**src/rtl/mdio_master_if.sv**
```systemverilog
// Command/response and MDIO pad bundle for mdio_master.
// The master modport is the serializer's view; slave is the requester/PHY side.
interface mdio_master_if;
    logic        cmd_valid;
    logic        cmd_ready;
    logic        cmd_write;
    logic [4:0]  cmd_phy_addr;
    logic [4:0]  cmd_reg_addr;
    logic [15:0] cmd_wdata;
    logic        rsp_valid;
    logic [15:0] rsp_rdata;
    logic        busy;
    logic        mdc;
    logic        mdio_in;
    logic        mdio_out;
    logic        mdio_oen;

    modport master (
        input  cmd_valid, cmd_write, cmd_phy_addr, cmd_reg_addr, cmd_wdata, mdio_in,
        output cmd_ready, rsp_valid, rsp_rdata, busy, mdc, mdio_out, mdio_oen
    );

    modport slave (
        output cmd_valid, cmd_write, cmd_phy_addr, cmd_reg_addr, cmd_wdata, mdio_in,
        input  cmd_ready, rsp_valid, rsp_rdata, busy, mdc, mdio_out, mdio_oen
    );
endinterface

```
**src/rtl/mdio_master.sv**
```systemverilog
// Clause-22 MDIO frame master: serializes one read/write command per frame on mdc/mdio.
// Define MDIO_PREAMBLE_EN to emit the 32-bit preamble; otherwise frames are preamble-suppressed.
module mdio_master #(
    parameter int CLK_DIV = 10
) (
    input  logic          clkin_50,
    input  logic          reset,
    mdio_master_if.master bus
);
    typedef enum logic [2:0] {
        IDLE = 3'd0,
        PRE  = 3'd1,
        HDR  = 3'd2,
        TA   = 3'd3,
        DATA = 3'd4,
        DONE = 3'd5
    } state_t;

`ifdef MDIO_PREAMBLE_EN
    localparam state_t FIRST = PRE;
`else
    localparam state_t FIRST = HDR;
`endif

    localparam logic [8:0] HALF = 9'(CLK_DIV);
    localparam logic [8:0] LAST = 9'(2 * CLK_DIV - 1);

    state_t      state_r, state_nx_s;
    logic [8:0]  cnt_r, cnt_nx_s;
    logic [4:0]  bit_r, bit_nx_s;
    logic        write_r;
    logic [4:0]  phy_r, reg_r;
    logic [15:0] wdata_r, shift_r, rsp_rdata_r;
    logic        cmd_ready_r, busy_r, rsp_valid_r, mdc_r, mdio_out_r, mdio_oen_r;
    logic        accept_s, bit_end_s, in_frame_s, drive_s, bit_val_s;
    logic [13:0] hdr_s;

    function automatic logic [4:0] phase_last(input state_t s);
        case (s)
            PRE:     phase_last = 5'd31;
            HDR:     phase_last = 5'd13;
            TA:      phase_last = 5'd1;
            DATA:    phase_last = 5'd15;
            default: phase_last = 5'd0;
        endcase
    endfunction

    function automatic state_t phase_next(input state_t s);
        case (s)
            PRE:     phase_next = HDR;
            HDR:     phase_next = TA;
            TA:      phase_next = DATA;
            DATA:    phase_next = DONE;
            default: phase_next = IDLE;
        endcase
    endfunction

    assign accept_s   = (state_r == IDLE) && cmd_ready_r && bus.cmd_valid;
    assign bit_end_s  = (cnt_r == LAST);
    assign in_frame_s = state_r inside {PRE, HDR, TA, DATA};

    // Next-state: bit-clock counter, bit index within the phase, phase sequencing.
    always_comb begin
        state_nx_s = state_r;
        cnt_nx_s   = cnt_r;
        bit_nx_s   = bit_r;
        case (state_r)
            IDLE: begin
                if (accept_s) begin
                    state_nx_s = FIRST;
                    cnt_nx_s   = 9'd0;
                    bit_nx_s   = 5'd0;
                end else begin
                    state_nx_s = IDLE;
                end
            end
            PRE, HDR, TA, DATA: begin
                if (!bit_end_s) begin
                    cnt_nx_s = cnt_r + 9'd1;
                end else if (bit_r == phase_last(state_r)) begin
                    cnt_nx_s   = 9'd0;
                    bit_nx_s   = 5'd0;
                    state_nx_s = phase_next(state_r);
                end else begin
                    cnt_nx_s = 9'd0;
                    bit_nx_s = bit_r + 5'd1;
                end
            end
            DONE:    state_nx_s = IDLE;
            default: state_nx_s = IDLE;
        endcase
    end

    // Serial bit selection; read turnaround and data leave the pad released.
    always_comb begin
        hdr_s     = {2'b01, (write_r ? 2'b01 : 2'b10), phy_r, reg_r};
        drive_s   = 1'b0;
        bit_val_s = 1'b1;
        case (state_r)
            PRE: begin
                drive_s   = 1'b1;
                bit_val_s = 1'b1;
            end
            HDR: begin
                drive_s   = 1'b1;
                bit_val_s = hdr_s[4'd13 - bit_r[3:0]];
            end
            TA: begin
                drive_s   = write_r;
                bit_val_s = write_r ? (bit_r == 5'd0) : 1'b1;
            end
            DATA: begin
                drive_s   = write_r;
                bit_val_s = write_r ? wdata_r[4'd15 - bit_r[3:0]] : 1'b1;
            end
            default: begin
                drive_s   = 1'b0;
                bit_val_s = 1'b1;
            end
        endcase
    end

    // State, captured command and registered outputs; pad outputs trail the counters by one clock.
    always_ff @(posedge clkin_50 or posedge reset) begin
        if (reset) begin
            state_r     <= IDLE;
            cnt_r       <= 9'd0;
            bit_r       <= 5'd0;
            write_r     <= 1'b0;
            phy_r       <= 5'd0;
            reg_r       <= 5'd0;
            wdata_r     <= 16'h0000;
            shift_r     <= 16'h0000;
            rsp_rdata_r <= 16'h0000;
            cmd_ready_r <= 1'b1;
            busy_r      <= 1'b0;
            rsp_valid_r <= 1'b0;
            mdc_r       <= 1'b0;
            mdio_out_r  <= 1'b1;
            mdio_oen_r  <= 1'b1;
        end else begin
            state_r <= state_nx_s;
            cnt_r   <= cnt_nx_s;
            bit_r   <= bit_nx_s;
            if (accept_s) begin
                write_r <= bus.cmd_write;
                phy_r   <= bus.cmd_phy_addr;
                reg_r   <= bus.cmd_reg_addr;
                wdata_r <= bus.cmd_wdata;
            end
            // The PHY launches data after mdc falls; capture on the clock mdc rises.
            if ((state_r == DATA) && (cnt_r == HALF)) begin
                shift_r <= {shift_r[14:0], bus.mdio_in};
            end
            if (state_r == DONE) begin
                rsp_rdata_r <= write_r ? 16'h0000 : shift_r;
            end
            cmd_ready_r <= (state_nx_s == IDLE) && (state_r == IDLE);
            busy_r      <= (state_nx_s != IDLE);
            rsp_valid_r <= (state_r == DONE);
            mdc_r       <= in_frame_s && (cnt_r >= HALF);
            mdio_out_r  <= drive_s ? bit_val_s : 1'b1;
            mdio_oen_r  <= ~drive_s;
        end
    end

    assign bus.cmd_ready = cmd_ready_r;
    assign bus.busy      = busy_r;
    assign bus.rsp_valid = rsp_valid_r;
    assign bus.rsp_rdata = rsp_rdata_r;
    assign bus.mdc       = mdc_r;
    assign bus.mdio_out  = mdio_out_r;
    assign bus.mdio_oen  = mdio_oen_r;
endmodule
```
**src/flat_wrapper.sv**
```systemverilog
// flat-port wrapper written by rule: the top's interface ports become plain ports
module mdio_master_flat 
#(
    parameter int CLK_DIV = 10
)
  (clkin_50, reset, bus_cmd_valid, bus_cmd_write, bus_cmd_phy_addr, bus_cmd_reg_addr, bus_cmd_wdata, bus_mdio_in, bus_cmd_ready, bus_rsp_valid, bus_rsp_rdata, bus_busy, bus_mdc, bus_mdio_out, bus_mdio_oen);
  mdio_master_if bus_i ();
  input  logic clkin_50;
  input  logic reset;
  input wire logic [$bits(bus_i.cmd_valid)-1:0] bus_cmd_valid;
  input wire logic [$bits(bus_i.cmd_write)-1:0] bus_cmd_write;
  input wire logic [$bits(bus_i.cmd_phy_addr)-1:0] bus_cmd_phy_addr;
  input wire logic [$bits(bus_i.cmd_reg_addr)-1:0] bus_cmd_reg_addr;
  input wire logic [$bits(bus_i.cmd_wdata)-1:0] bus_cmd_wdata;
  input wire logic [$bits(bus_i.mdio_in)-1:0] bus_mdio_in;
  output wire logic [$bits(bus_i.cmd_ready)-1:0] bus_cmd_ready;
  output wire logic [$bits(bus_i.rsp_valid)-1:0] bus_rsp_valid;
  output wire logic [$bits(bus_i.rsp_rdata)-1:0] bus_rsp_rdata;
  output wire logic [$bits(bus_i.busy)-1:0] bus_busy;
  output wire logic [$bits(bus_i.mdc)-1:0] bus_mdc;
  output wire logic [$bits(bus_i.mdio_out)-1:0] bus_mdio_out;
  output wire logic [$bits(bus_i.mdio_oen)-1:0] bus_mdio_oen;
  assign bus_i.cmd_valid = bus_cmd_valid;
  assign bus_i.cmd_write = bus_cmd_write;
  assign bus_i.cmd_phy_addr = bus_cmd_phy_addr;
  assign bus_i.cmd_reg_addr = bus_cmd_reg_addr;
  assign bus_i.cmd_wdata = bus_cmd_wdata;
  assign bus_i.mdio_in = bus_mdio_in;
  assign bus_cmd_ready = bus_i.cmd_ready;
  assign bus_rsp_valid = bus_i.rsp_valid;
  assign bus_rsp_rdata = bus_i.rsp_rdata;
  assign bus_busy = bus_i.busy;
  assign bus_mdc = bus_i.mdc;
  assign bus_mdio_out = bus_i.mdio_out;
  assign bus_mdio_oen = bus_i.mdio_oen;
  mdio_master #(.CLK_DIV(CLK_DIV)) u_core (.clkin_50(clkin_50), .reset(reset), .bus(bus_i));
endmodule
```
**config.mk**
```make
export PLATFORM = sky130hd
export DESIGN_NAME = mdio_master_flat
export DESIGN_NICKNAME = d
export VERILOG_FILES = /design/src/rtl/mdio_master_if.sv /design/src/rtl/mdio_master.sv /design/src/flat_wrapper.sv
export SDC_FILE = /design/constraint.sdc
export NUM_CORES = 1
export LEC_CHECK = 0
export BUFFER_PORTS_ARGS = -buffer_cell sky130_fd_sc_hd__buf_2
export CELL_PAD_IN_SITES_DETAIL_PLACEMENT = 0
export CELL_PAD_IN_SITES_GLOBAL_PLACEMENT = 1
export CORE_MARGIN = 8
export CORE_UTILIZATION = 46
export CTS_BUF_LIST = sky130_fd_sc_hd__clkbuf_4 sky130_fd_sc_hd__clkbuf_8
export CTS_CLUSTER_DIAMETER = 30
export DETAILED_ROUTE_END_ITERATION = 6
export PLACE_DENSITY = 0.89
export REMOVE_ABC_BUFFERS = 1
export SLEW_MARGIN = 25
export SYNTH_ARGS = -nofsm -noshare
export SYNTH_HDL_FRONTEND = slang
export SYNTH_SLANG_ARGS = --single-unit
```
**constraint.sdc**
```tcl
create_clock -name clkin_50 -period 2.63 [get_ports clkin_50]
set_input_delay 0.263 -clock clkin_50 [delete_from_list [all_inputs] [get_ports clkin_50]]
set_output_delay 0.263 -clock clkin_50 [all_outputs]
set_load 0.02 [all_outputs]
```
After elaboration in Yosys (flattened, before gate mapping)
Index checks and enable logic that the tools add are counted.

word-level totals
  input bits = 31
  register bits = 82

cells by class
  equal/unequal tests = 10
  add/subtract/negate cells = 4
  multiplexer cells = 26
  $lt $le $gt $ge = 3
  bitwise logic cells = 1
  reduce and logical (&&, ||, !) cells = 16

operator list
  kind                   number
  $mux W5                5
  $pmux W5 S4            1
  $mux W9                2
  $pmux W9 S2            1
  $mux W16               1
  $pmux W3 S4            1
  $lt A4 B5 Y1 const B   2
  $pmux W5 S2            1
  $add A9 B1 Y9 const B  1
  $eq A9 B4 Y1 const B   1
  $eq A9 B5 Y1 const B   1
  $ge A9 B4 Y1 const B   1
  $bmux W1 S4            2
  $sub A4 B4 Y4 const A  2
  $eq A3 B2 Y1 const B   2
  $eq A3 B3 Y1 const B   2
  $logic_not A3 Y1       2
  $mux W3                2
  $pmux W3 S2            1
  $add A5 B1 Y5 const B  1
  $eq A5 B5 Y1           1
  $logic_and A1 B1 Y1    5
  $logic_not A5 Y1       1
  $mux W1                5
  other kinds (13)       16

Depth between registers and ports, before layout
  depth after elaboration = 10
  gate-level depth with buffers = 8
  mapped depth without buffers = 6

Worst setup path before layout
Ideal clock, no wire load.

  path type = reg2reg
  from = register u_core.bit_r[1]
  to = register u_core.mdio_out_r, in the netlist u_core.bus.mdio_out
  cell stages (with the launch flop) = 7
  setup time = 86 ps
  data arrival time = 1840 ps
  slack = 704 ps
  buffers on the path = 1
  cells stage by stage = dfrtp_1 buf_2 mux4_2 mux4_2 nor3b_1 a31oi_1 o41a_1

between the ends
  cells in the longest elaborated chain, start to end = 6
  elaborated cells on any way between the ends = 11
  those cells by class = add/sub (2); mux (8); reduce/logical (1)

RTL lines
  element                        RTL line            text
  start: declaration             mdio_master.sv:30   logic [4:0] bit_r, bit_nx_s;
  start signal: assignment       mdio_master.sv:144  bit_r <= bit_nx_s;
  $sub A4 B4 Y4                  mdio_master.sv:114  bit_val_s = write_r ? wdata_r[4'd15 - bit_r[3:0]] : 1'b1;
  $bmux W1 S4                    mdio_master.sv:114
  $mux W1 (implied by the code)  mdio_master.sv:114
  $mux W1                        mdio_master.sv:114
  $pmux W1 S3 (*)                mdio_master.sv:99   case (state_r)
  $mux W1 (*)                    mdio_master.sv:162  mdio_out_r <= drive_s ? bit_val_s : 1'b1;
  end signal: assignment         mdio_master.sv:162
  end: declaration               mdio_master.sv:34   logic cmd_ready_r, busy_r, rsp_valid_r, mdc_r, mdio_out_r, mdio_oen_r;

Mark *: on every way between the ends. The rest lies on a longest branch, timed or not. The select of a mux whose other input is x is not followed.
A chain may end at the register's enable or synchronous reset.

Worst setup path in the final report
Ends and elaborated chain as after synthesis.

==> results.toml <==
[cells_and_area]
multi_input_area_um2 = 1750
drive_gt1_share_pct = 24.8
final_util_pct = 53.1
nets = 484
syn2layout_area_growth_pct = 14.6
fin_cells = 559
fill_cells = 787
diodes = 0
seqCellArea_um2 = 2060

[global_route]
grt_max_degree = 83
grt_pass1_vias = 2872
use_met2_pct = 21.5
busiest_layer = "met2"
grt_pass1_wl_um = 13200
antenna_found_initial = 0
grt.total_usage_pct = 13.9
grtUsageMet3_pct = 4.02
grt-ovfl-total = 0
grtUsageMet1_pct = 18.0

[status]
status = "finished clean"

[clocking]
clkSlewWorstSetupHoldPaths_ns = 0.08
cts_resized = 0
numCtsBuffers = 9
cts_tree = "done"
htree_levels = 3
clk_latency_ns = 0.35
cts_buffer_depth = 2
cts_root_buffer = "clkbuf_8"
cts.sinks = 82

[die]
die_h_um = 109
initial_core_util_pct = 46.3
num_io_pins = 53
coreArea_um2 = 8550
rows = 34
dieArea_um2 = 11800
fp.dieW_um = 109

[setup_path]
crit_arrival_ns = 2.66
crit_type = "reg -> reg"
cp-end-kind = "flip-flop"
worstPathRequired_ns = 2.90
critPathLaunchType = "flip-flop"
reg2reg_from = "u_core.bit_r[1]"
critPathLaunch = "u_core.bit_r[1]"
worstPathMaxFanout = 18

[pwr]
power.leakage_nw = 2.24
vdd_drop_max_uv = 253
p_per_area_nw_per_um2 = 491

[worst_hold_path]
worst_hold_path_type = "in -> reg"
hold_start = "bus_cmd_valid"

[timing]
fin_worst_skew_ns = 0.00973
hold_violations = 0
worst_pin_slew_ns = 0.658
fin_ws_ns = 0.239
max_slew_margin_pct = 56.1
fin_crit_ns = 2.39
rsz0062_at_grt = "no"
slew_violations = 0
timing.final.crit_share_pct = 90.9
fmax_ghz = 0.418
finalSetupViolCount = 0

[yosys]
postSynthCellCount = 397
synth_largest_area_cell = "dfrtp_1"
synth_edf_count = 0
ys_warn_count = 0
ys_types = 52
ys_seq_area_share_pct = 51.9
yosysTopAreaCellShare_pct = 49.9
postSynthAreaPerCell_um2 = 9.98
ys_top_cells_by_area = "dfrtp_1 50%, nand2_1 11%, mux4_2 4.5%"
synth_area_um2 = 3960
async_flop_share_pct = 100
synth_ff_type = "dfrtp_1"
ys_ff_latch = 82

[placed_design]
dp_hpwl_um = 5320
dp.cells = 542
dp_slack_ns = 0.274
portBuffers = 52
routabilityCongestion = 0.784

[route]
ant_nets = 0
first_pass_iters = 4
num_vias = 2847
post_drt_wl_per_cell_um = 13.7
routed_wl_um = 7630
drt_iter0_markers = 152
via_per_inst = 5.09
drc = 0

[job]
drv_cap = 0
==> cells by family after synthesis <==
kind of cell             Yosys count  share of synthesized area (%)
AND/OR/NAND/NOR                  184                           21.5
adder cells (fa/ha/maj)            7                           2.21
multiplexers                      28                           10.2
XOR/XNOR                           3                          0.663
AO/OA/AOI/OAI                     59                           9.67
flip-flops                        82                           51.9
buffers and inverters             34                           3.89
==> sequential cells by signal, summed over array words and instances (netlist names) <==
name                  count
u_core.bus.busy           1
u_core.bus.mdio_out       1
u_core.state_r            3
u_core.wdata_r           16
u_core.bit_r              5
u_core.phy_r              5
u_core.bus.rsp_valid      1
u_core.bus.mdio_oen       1
u_core.cnt_r              9
u_core.bus.mdc            1
u_core.bus.cmd_ready      1
u_core.write_r            1
u_core.bus.rsp_rdata     16
u_core.reg_r              5
u_core.shift_r           16
==> path summary, 6_finish.rpt <==
path / slack [ns] / endpoint / depth (start not counted)
setup / recovery: 0.24 / u_core.bus.mdio_out / 5
hold / removal: 0.08 / u_core.bus.cmd_ready / 2
setup reg to reg: 0.24 / u_core.bus.mdio_out / 5
hold reg to reg: 0.47 / u_core.bus.rsp_rdata[10] / 2
max in group asynchronous: 1.75 / u_core.bus.cmd_ready / 4
min in group asynchronous: 0.51 / u_core.write_r / 4
==> where the power goes <==
group          internal (mW)  switching [mW]
registers               1.26        0.000549
logic                 0.0207          0.0303
clock network          0.447           0.471
==> area by class of cell <==
type,count,share of cell area (%)
well taps,108,2.98
clock inverters,7,1.68
flip-flops and latches,82,45.3
clock buffers,9,2.73
multi-input cells,281,38.7
inverters,9,0.772
repair buffers,63,7.89
==> repair_timing <==
item | in CTS | in global routing
hold buffers | 1 | 0
setup buffers | 0 | 0
hold endpoints to repair | 11 | 0
==> worst max-delay path, stage by stage (launching register included) <==
cell and delay, ns:
dfrtp_1 0.77, mux4_2 0.59, mux4_2 0.48, nor3b_1 0.26, a31oi_1 0.07, o41a_1 0.15
==> cell usage in the layout, fill, tap and decap left out, types with 3 or more instances in the layout <==
master,n
buf_4,9
nor3_1,3
dfstp_2,3
dfrtp_1,79
a31oi_1,4
or3_1,3
and2_1,5
ha_1,7
o221ai_1,3
o21ai_0,25
nand2_1,117
mux2_2,15
nand4_1,4
inv_6,3
nand2b_1,18
nand3_1,8
a211oi_1,4
nor2_1,8
o31ai_1,4
mux2_1,3
inv_1,8
a21oi_1,8
mux4_2,8
clkbuf_8,9
buf_2,52
==> layer usage <==
layer,vias to the layer above,routed length [um]
met4,0,129
met2,63,3430
met5,-,0
li1,1447,-
met1,1328,3660
met3,9,406
==> synthesized netlist by cell type, types with 4 or more instances <==
master / n
buf_2: 6
dfrtp_1: 79
nand2b_1: 18
mux4_2: 8
inv_1: 9
nand4_1: 4
nand2_1: 117
nor2_1: 9
ha_1: 7
nand3_1: 8
a211oi_1: 4
and2_1: 5
mux2_2: 15
o21ai_0: 25
a31oi_1: 4
o31ai_1: 4
clkbuf_1: 14
a21oi_1: 8
==> metrics by stage <==
step	total power, mW	TNS, ns	instance area [um^2]	hold slack, ns
finish	2.23	0	4540	0.0799
CTS	2.26	0	4540	0.0677
global route	2.33	0	4540	0.0594
floorplan	1.31	-0.0571	3840	0.319
global placement	1.34	0	4330	0.382
detailed placement	1.34	0	4330	0.389
Power figures use the tool's default switching activity.
